--- src/rtl/hazard_ctrl_pkg.sv ---
// Shared types and constants for the pipeline hazard controller: forward-select
// codes, FSM encoding and the bundled pipeline-register control word.
package hazard_ctrl_pkg;

  localparam int REG_IDX_BIT = 5;
  localparam int FWD_SEL_BIT = 2;

  localparam logic [FWD_SEL_BIT-1:0] FWD_RF  = 2'd0;
  localparam logic [FWD_SEL_BIT-1:0] FWD_MEM = 2'd1;
  localparam logic [FWD_SEL_BIT-1:0] FWD_WB  = 2'd2;

  typedef enum logic {
    ST_RUN  = 1'b0,
    ST_HALT = 1'b1
  } hz_state_e;

  typedef struct packed {
    logic pc_en;
    logic ps1_en;
    logic ps1_clear;
    logic ps2_en;
    logic ps2_clear;
    logic ps3_en;
    logic ps3_clear;
  } pipe_ctrl_t;

  localparam pipe_ctrl_t CTRL_RUN = '{
    pc_en: 1'b1, ps1_en: 1'b1, ps1_clear: 1'b0, ps2_en: 1'b1,
    ps2_clear: 1'b0, ps3_en: 1'b1, ps3_clear: 1'b0
  };

  localparam pipe_ctrl_t CTRL_FREEZE = '{
    pc_en: 1'b0, ps1_en: 1'b0, ps1_clear: 1'b0, ps2_en: 1'b0,
    ps2_clear: 1'b0, ps3_en: 1'b0, ps3_clear: 1'b0
  };

  // MEM has the younger result, so it wins over WB; r0 is hardwired zero.
  function automatic logic [FWD_SEL_BIT-1:0] fwd_sel(
    input logic [REG_IDX_BIT-1:0] src,
    input logic                   mem_w_en,
    input logic [REG_IDX_BIT-1:0] mem_req_w,
    input logic                   wb_w_en,
    input logic [REG_IDX_BIT-1:0] wb_req_w
  );
    logic [FWD_SEL_BIT-1:0] sel;
    sel = FWD_RF;
    if (mem_w_en && (mem_req_w != '0) && (mem_req_w == src)) begin
      sel = FWD_MEM;
    end else if (wb_w_en && (wb_req_w != '0) && (wb_req_w == src)) begin
      sel = FWD_WB;
    end
    return sel;
  endfunction

endpackage

--- src/rtl/hazard_ctrl_sync_edge.sv ---
// Two-flop synchronizer plus rising-edge detector for an asynchronous level.
// rise_o pulses for one cycle, two edges after the input settles high.
module sync_edge (
  input  logic clk,
  input  logic rst_n,
  input  logic async_i,
  output logic rise_o
);

  logic meta_q;
  logic sync_q;
  logic prev_q;

  always_ff @(posedge clk or negedge rst_n) begin
    if (!rst_n) begin
      meta_q <= 1'b0;
      sync_q <= 1'b0;
      prev_q <= 1'b0;
    end else begin
      meta_q <= async_i;
      sync_q <= meta_q;
      prev_q <= sync_q;
    end
  end

  assign rise_o = sync_q & ~prev_q;

endmodule

--- src/rtl/hazard_ctrl.sv ---
// Pipeline control: load-use stall, mispredict flush, syscall halt/resume, EX forwarding.
// Enables/clears/forwarding are combinational (act on the same edge); no backpressure.
module hazard_ctrl
  import hazard_ctrl_pkg::*;
#(
  parameter int CNT_BIT = 32
) (
  input  logic                   clk,
  input  logic                   rst_n,
  input  logic [REG_IDX_BIT-1:0] id_req_a,
  input  logic [REG_IDX_BIT-1:0] id_req_b,
  input  logic                   id_use_a,
  input  logic                   id_use_b,
  input  logic [REG_IDX_BIT-1:0] ex_req_a,
  input  logic [REG_IDX_BIT-1:0] ex_req_b,
  input  logic [REG_IDX_BIT-1:0] ex_req_w,
  input  logic                   ex_w_en,
  input  logic                   ex_r_datamem,
  input  logic [REG_IDX_BIT-1:0] mem_req_w,
  input  logic                   mem_w_en,
  input  logic [REG_IDX_BIT-1:0] wb_req_w,
  input  logic                   wb_w_en,
  input  logic                   ex_mispredict,
  input  logic                   ex_halt,
  input  logic                   resume,
  output logic                   pc_en,
  output logic                   ps1_en,
  output logic                   ps1_clear,
  output logic                   ps2_en,
  output logic                   ps2_clear,
  output logic                   ps3_en,
  output logic                   ps3_clear,
  output logic [FWD_SEL_BIT-1:0] fwd_a,
  output logic [FWD_SEL_BIT-1:0] fwd_b,
  output logic                   halted,
  output logic [CNT_BIT-1:0]     stall_cnt,
  output logic [CNT_BIT-1:0]     flush_cnt
);

  localparam logic [CNT_BIT-1:0] CNT_ONE = {{(CNT_BIT-1){1'b0}}, 1'b1};
  localparam logic [CNT_BIT-1:0] CNT_MAX = {CNT_BIT{1'b1}};

  hz_state_e          state_q, state_d;
  logic [CNT_BIT-1:0] stall_q, stall_d;
  logic [CNT_BIT-1:0] flush_q, flush_d;
  pipe_ctrl_t         ctrl;
  logic               stall_evt;
  logic               flush_evt;
  logic               resume_rise;
  logic               lu;
  logic               hit_a;
  logic               hit_b;

  sync_edge u_resume_sync (
    .clk     (clk),
    .rst_n   (rst_n),
    .async_i (resume),
    .rise_o  (resume_rise)
  );

  assign hit_a = id_use_a && (id_req_a == ex_req_w);
  assign hit_b = id_use_b && (id_req_b == ex_req_w);
  assign lu    = ex_r_datamem && ex_w_en && (ex_req_w != '0) && (hit_a || hit_b);

  // Outputs are held at run/no-hazard values while reset is asserted.
  always_comb begin
    state_d   = state_q;
    ctrl      = CTRL_RUN;
    stall_evt = 1'b0;
    flush_evt = 1'b0;
    if (rst_n) begin
      case (state_q)
        ST_RUN: begin
          if (ex_halt) begin
            state_d        = ST_HALT;
            ctrl.pc_en     = 1'b0;
            ctrl.ps1_en    = 1'b0;
            ctrl.ps2_clear = 1'b1;
          end else if (ex_mispredict) begin
            ctrl.ps1_clear = 1'b1;
            ctrl.ps2_clear = 1'b1;
            flush_evt      = 1'b1;
          end else if (lu) begin
            ctrl.pc_en     = 1'b0;
            ctrl.ps1_en    = 1'b0;
            ctrl.ps2_clear = 1'b1;
            stall_evt      = 1'b1;
          end
        end
        ST_HALT: begin
          ctrl      = CTRL_FREEZE;
          stall_evt = 1'b1;
          if (resume_rise) begin
            state_d = ST_RUN;
          end
        end
        default: begin
          state_d = ST_RUN;
        end
      endcase
    end
  end

  always_comb begin
    stall_d = stall_q;
    flush_d = flush_q;
    if (stall_evt && (stall_q != CNT_MAX)) begin
      stall_d = stall_q + CNT_ONE;
    end
    if (flush_evt && (flush_q != CNT_MAX)) begin
      flush_d = flush_q + CNT_ONE;
    end
  end

  always_ff @(posedge clk or negedge rst_n) begin
    if (!rst_n) begin
      state_q <= ST_RUN;
      stall_q <= '0;
      flush_q <= '0;
    end else begin
      state_q <= state_d;
      stall_q <= stall_d;
      flush_q <= flush_d;
    end
  end

  assign pc_en     = ctrl.pc_en;
  assign ps1_en    = ctrl.ps1_en;
  assign ps1_clear = ctrl.ps1_clear;
  assign ps2_en    = ctrl.ps2_en;
  assign ps2_clear = ctrl.ps2_clear;
  assign ps3_en    = ctrl.ps3_en;
  assign ps3_clear = ctrl.ps3_clear;

  assign fwd_a = rst_n ? fwd_sel(ex_req_a, mem_w_en, mem_req_w, wb_w_en, wb_req_w) : FWD_RF;
  assign fwd_b = rst_n ? fwd_sel(ex_req_b, mem_w_en, mem_req_w, wb_w_en, wb_req_w) : FWD_RF;

  assign halted    = (state_q == ST_HALT);
  assign stall_cnt = stall_q;
  assign flush_cnt = flush_q;

endmodule

--- config.mk ---
export PLATFORM = sky130hd
export DESIGN_NAME = hazard_ctrl
export DESIGN_NICKNAME = d
export VERILOG_FILES = /design/src/rtl/hazard_ctrl_pkg.sv /design/src/rtl/hazard_ctrl_sync_edge.sv /design/src/rtl/hazard_ctrl.sv
export SDC_FILE = /design/constraint.sdc
export NUM_CORES = 1
export LEC_CHECK = 0
export CAP_MARGIN = 20
export CORE_MARGIN = 3
export CORE_UTILIZATION = 30
export DETAILED_ROUTE_END_ITERATION = 12
export HOLD_SLACK_MARGIN = 0.02
export PLACE_DENSITY = 0.67
export SLEW_MARGIN = 30
export SYNTH_ARGS = -nofsm -noshare
export SYNTH_HDL_FRONTEND = slang
export SYNTH_SLANG_ARGS = --single-unit
--- constraint.sdc ---
create_clock -name clk -period 2.7 [get_ports clk]
set_input_delay 0.54 -clock clk [delete_from_list [all_inputs] [get_ports clk]]
set_output_delay 0.54 -clock clk [all_outputs]
set_load 0.1 [all_outputs]
* Word-level counts from Yosys, hierarchy flattened
Cells that the tools add are included.
** Word-level totals
- Register bits after elaboration :: 68
- Bits of input ports :: 46
- Output and inout port bits :: 76
** Cells by class
- Add/sub/neg operators :: 2
- Equality and inequality tests :: 8
- Mux-type cells :: 28
- Bitwise logic cells :: 3
- Reduce and logical (&&, ||, !) cells :: 17
** Operators with widths (number)
- $add 32x1->32 const B :: 2
- $ne 32x32->1 const B :: 2
- $eq 5x5->1 :: 6
- $mux 2 :: 10
- $reduce_bool 5->1 :: 3
- $logic_and 1x1->1 :: 13
- $mux 1 :: 13
- $mux 7 :: 1
- $pmux 1 s2 :: 3
- $pmux 3 s2 :: 1
- $not 1->1 :: 2
- $and 1x1->1 :: 1
- $logic_or 1x1->1 :: 1

* Longest topological paths before layout
- Word-level depth :: 10
- Mapped depth :: 8
- Gate-level depth less buffers :: 7

* Modules after synthesis
Synthesis repeated with hierarchy kept, for this count alone.
** Second synthesis, totals
- Cell total of the unflattened synthesis :: 366
- Area, all modules :: 3634.7 um^2
** Modules (own cells, without submodules)
- hazard_ctrl :: instances 1, cells an instance 362, area an instance 3545.9 um^2, seq. area each 1626.6 um^2
- sync_edge :: instances 1, cells an instance 4, area an instance 88.8 um^2, seq. area each 75.1 um^2

* Least setup slack after synthesis
Ideal clock, no wire load.
- Path kind :: input port to output port
- From :: input port mem_req_w[1]
- To :: output port fwd_b[1]
- Arrival :: 4.282 ns
- Required time :: 2.160 ns
- Slack :: -2.122 ns
- Cell stages on the path :: 4
- Buffers on the path :: 0
- Cell sequence :: or4_1 -> o21ai_0 -> nor4_1 -> nor4_1
** On the way
- Cells in the longest elaborated chain, start to end :: 5
- Elaborated cells between the ends (all ways) :: 6
** RTL lines
- from (decl) :: RTL line hazard_ctrl.sv:19 : input logic [REG_IDX_BIT-1:0] mem_req_w,
- $reduce_bool 5->1 :: RTL line hazard_ctrl_pkg.sv:47 : if (mem_w_en && (mem_req_w != '0) && (mem_req_w == src)) begin
- $logic_and 1x1->1 :: RTL line hazard_ctrl_pkg.sv:47
- $logic_and 1x1->1 (*) :: RTL line hazard_ctrl_pkg.sv:47
- $mux 2 (*) :: RTL line hazard_ctrl_pkg.sv:47
- $mux 2 (*) :: RTL line hazard_ctrl.sv:136 : assign fwd_b = rst_n ? fwd_sel(ex_req_b, mem_w_en, mem_req_w, wb_w_en, wb_req_w) : FWD_RF;
- to (decl) :: RTL line hazard_ctrl.sv:34 : output logic [FWD_SEL_BIT-1:0] fwd_b,
Mark *: on every way between the ends. The rest lies on a longest branch, timed or not.

* Worst setup path after layout
- From :: input port mem_req_w[3]
- To :: output port fwd_b[1]
The elaborated chain is that of the path after synthesis.

==> summary.txt <==
Placement
  • Inst Count DP: around 650
  • I/O Buffers: 120
  • Post-DP HPWL: around 7.6 mm
  • Placer Congestion: 0.818

Timing
  • Final Max Slew Viols: 0
  • RSZ-0062 raised after global routing: yes
  • Worst clock skew: approximately 0.0047 ns
  • Final setup vio count: 0
  • Fin. Hold Viols: 0
  • Worst Tran Pin Value: approximately 0.54 ns
  • Min Tclk post-route: 2.66 ns
  • Period utilisation layout: about 100%
  • FMAX: around 380 MHz
  • Slew headroom: 63.9%

Route
  • Routed wire length: 10.1 mm
  • Iteration-0 DRC count of the detailed router: 163
  • Mean routed wirelength per cell: 15.1 um
  • DRC: 0
  • Drt via density: 4.83
  • Vias post-DR: 3,218
  • Routed Antenna Nets: 0
  • First drt pass iteration count: 4

Logic synthesis
  • Synth unique cells: slightly above 40
  • Synth cell count leaders: dfrtp_1 (68), xor2_1 (50), xnor2_1 (41)
  • Area contributors post-synth: dfrtp_1 (46%), xor2_1 (12%), xnor2_1 (9.8%), nand4_1 (3.8%), nor2_1 (3.0%)
  • Ys async rst share: 100%
  • EDFF count, synth: 0
  • Register bit total from synthesis: 68
  • Largest area contributor in the netlist: dfrtp_1
  • Synth warn: 0
  • Seq/Total Area, Yosys: 46.4%
  • Mapped Area: 3670 um^2
  • Main synth FF type: dfrtp_1
  • Synth top area share: 46.4%
  • Avg Cell Area, Syn: 10.2 um^2
  • Mapped Nets: 406
  • Cell with the most instances after synthesis: dfrtp_1
  • Gate Count Post-Synth: 358

Floorplanning
  • Die Y-Extent: 117 um
  • I/O pins: 122
  • Initial Utilization: 31.4%
  • Die ar.: between 10,000 and 15,000 um^2
  • Die W: 117 um
  • Core Region: ~12,000 um^2
  • Rows: 39

Finish
  • Final net count: roughly 570
  • Layout Cells excl Fill: 666
  • Fin util: ~50%
  • P&R area growth vs syn: 54.4%
  • # fillers: between 1,000 and 1,500
  • Layout cells sized above 1: 34.2%
  • Antenna cells: 0

Global route
  • GRT Resource Usage Total: 15.0%
  • Number of global-route vias before repair: around 3,300
  • First-pass GRT wire length: roughly 16 mm
  • Largest net degree at the start of global routing: 43
  • Aggregate global routing overflow: 0
  • Initial antenna violation count: 0

Clock tree
  • CTS buffer count: 9
  • H-tree Lvls: 3
  • Clock Path Buffers: 2
  • Root buf cell: clkbuf_16
  • CTS tree: yes
  • Worst skew pair latency: about 0.32 ns
  • # clock sinks: 68
  • Clk slew on worst S/H paths: 0.06 ns

Setup path
  • Setup CP Type: input port to primary output
  • Critical Path AT: 2.12 ns
  • Crit end category: primary output
  • Crit-path max FO: 2
  • CP required: 2.16 ns
  • Critical path launch point type: input port

Pwr
  • Pwr Density: ~600 nW/um^2
  • P_leak: 2.71 nW
  • Overall power: between 3 and 4 mW
  • VDD IR max: 705 uV

Flow run
  • MaxCap Viol Count: 0

Outcome
  • Status: completed

Min path
  • Worst hold path type: input port to asynchronous set/reset pin
critical path, stage by stage:
cell	delay [ns]
clkdlybuf4s15_1	0.20
or4_4	0.49
o21ai_2	0.16
buf_4	0.14
nor4_4	0.05
nor4_4	0.32
buf_12	0.21
power breakdown:
group	total (mW)	leakage, nW	switching, mW	internal, mW
Combinational	1.06	1.67	0.745	0.311
Clock	1.18	0.155	0.421	0.758
Sequential	1.17	0.879	0.0862	1.09
repair_timing:
item / CTS / global route
resized for setup: 29 / 26
setup buffers: 1 / 3
pin swaps: 14 / 22
setup endpoints to repair: 7 / 7
hold buffers: 0 / 0
gates cloned: 0 / 0
layout by cell type, fill, tap and decap left out, types with 2 or more instances in the layout:
| master | instances |
|---|---|
| clkinv_2 | 4 |
| xor2_1 | 50 |
| buf_12 | 11 |
| inv_1 | 12 |
| nand3_1 | 19 |
| dlymetal6s2s_1 | 9 |
| or3_4 | 2 |
| nand4_1 | 22 |
| and3_1 | 7 |
| clkbuf_2 | 4 |
| ha_1 | 2 |
| or4_4 | 3 |
| clkbuf_16 | 9 |
| and2_4 | 2 |
| clkdlybuf4s50_1 | 20 |
| dlygate4sd2_1 | 9 |
| dfrtp_2 | 17 |
| mux2_2 | 2 |
| clkbuf_8 | 2 |
| and2_1 | 4 |
| or4_1 | 2 |
| dfrtp_1 | 51 |
| nor2_1 | 27 |
| nand2_1 | 24 |
| nor4_4 | 4 |
| xnor2_1 | 41 |
| nand4_4 | 2 |
| o21ai_0 | 3 |
| or3_1 | 3 |
| o31ai_4 | 2 |
| nor4_1 | 10 |
| buf_4 | 100 |
| and4_1 | 5 |
| nor3_1 | 14 |
path summary, 6_finish.rpt:
kind	cells past startpoint	slack, ns	endpoint	start
setup / recovery	7	0.04	fwd_b[1]	mem_req_w[3]
hold / removal	1	0.05	stall_cnt[21]	rst_n
setup reg to reg	9	0.33	stall_cnt[26]	stall_cnt[0]
hold reg to reg	0	0.35	u_resume_sync.sync_q	u_resume_sync.meta_q
max in group asynchronous	2	1.84	stall_cnt[18]	rst_n
min in group clk	0	0.35	u_resume_sync.sync_q	u_resume_sync.meta_q
state kept, by name, summed over array words and instances, names as in the netlist:
register,cells
flush_cnt,32
stall_cnt,32
halted,1
u_resume_sync.meta_q,1
u_resume_sync.prev_q,1
u_resume_sync.sync_q,1
stage by stage:
step	TNS [ns]	hold WS (ns)	area, um^2	setup WS, ns
CTS	-0.00748	0.0400	5600	-0.00748
global route	-0.0326	0.0410	5660	-0.0189
global placement	-1.21	0.337	5270	-0.245
detailed placement	-1.47	0.339	5270	-0.284
finish	0	0.0518	5660	0.0398
floorplan	-1.27	0.244	3740	-0.409
per-layer routing:
metal	wire, um	part of all wire [%]	track usage [%]	up-vias
li1	-	-	-	1567
met1	4490	45	19.7	1544
met2	4740	47	24.1	94
met3	703	7.0	3.37	13
met4	145	1.4	5.66	0
met5	0	0	0	-
kinds of logic (layout without fill, tap and decap cells):
| logic type | Yosys count | count (layout) | synth area share (%) |
|---|---|---|---|
| muxes | 2 | 2 | 0.614 |
| AOI/OAI and AO/OA | 12 | 12 | 2.42 |
| xor gates and xnor gates | 91 | 91 | 21.7 |
| DFF | 68 | 68 | 46.4 |
| adders and majority gates | 2 | 2 | 0.682 |
| other | 1 | 1 | 0.102 |
| and+or+nand+nor | 163 | 163 | 25.5 |
| buffers and inverters | 19 | 184 | 2.56 |
area by class of cell:
type / instances / area [um^2] / share of cell area, %
Multi-Input combinational cell: 271 / 2000 / 35.4
Sequential cell: 68 / 1720 / 30.4
Timing Repair Buffer: 156 / 1410 / 24.9
Clock buffer: 11 / 253 / 4.46
Tap cell: 143 / 179 / 3.16
Clock inverter: 5 / 50.0 / 0.884
Inverter: 12 / 45.0 / 0.795
(Power assumes the default switching activity.)
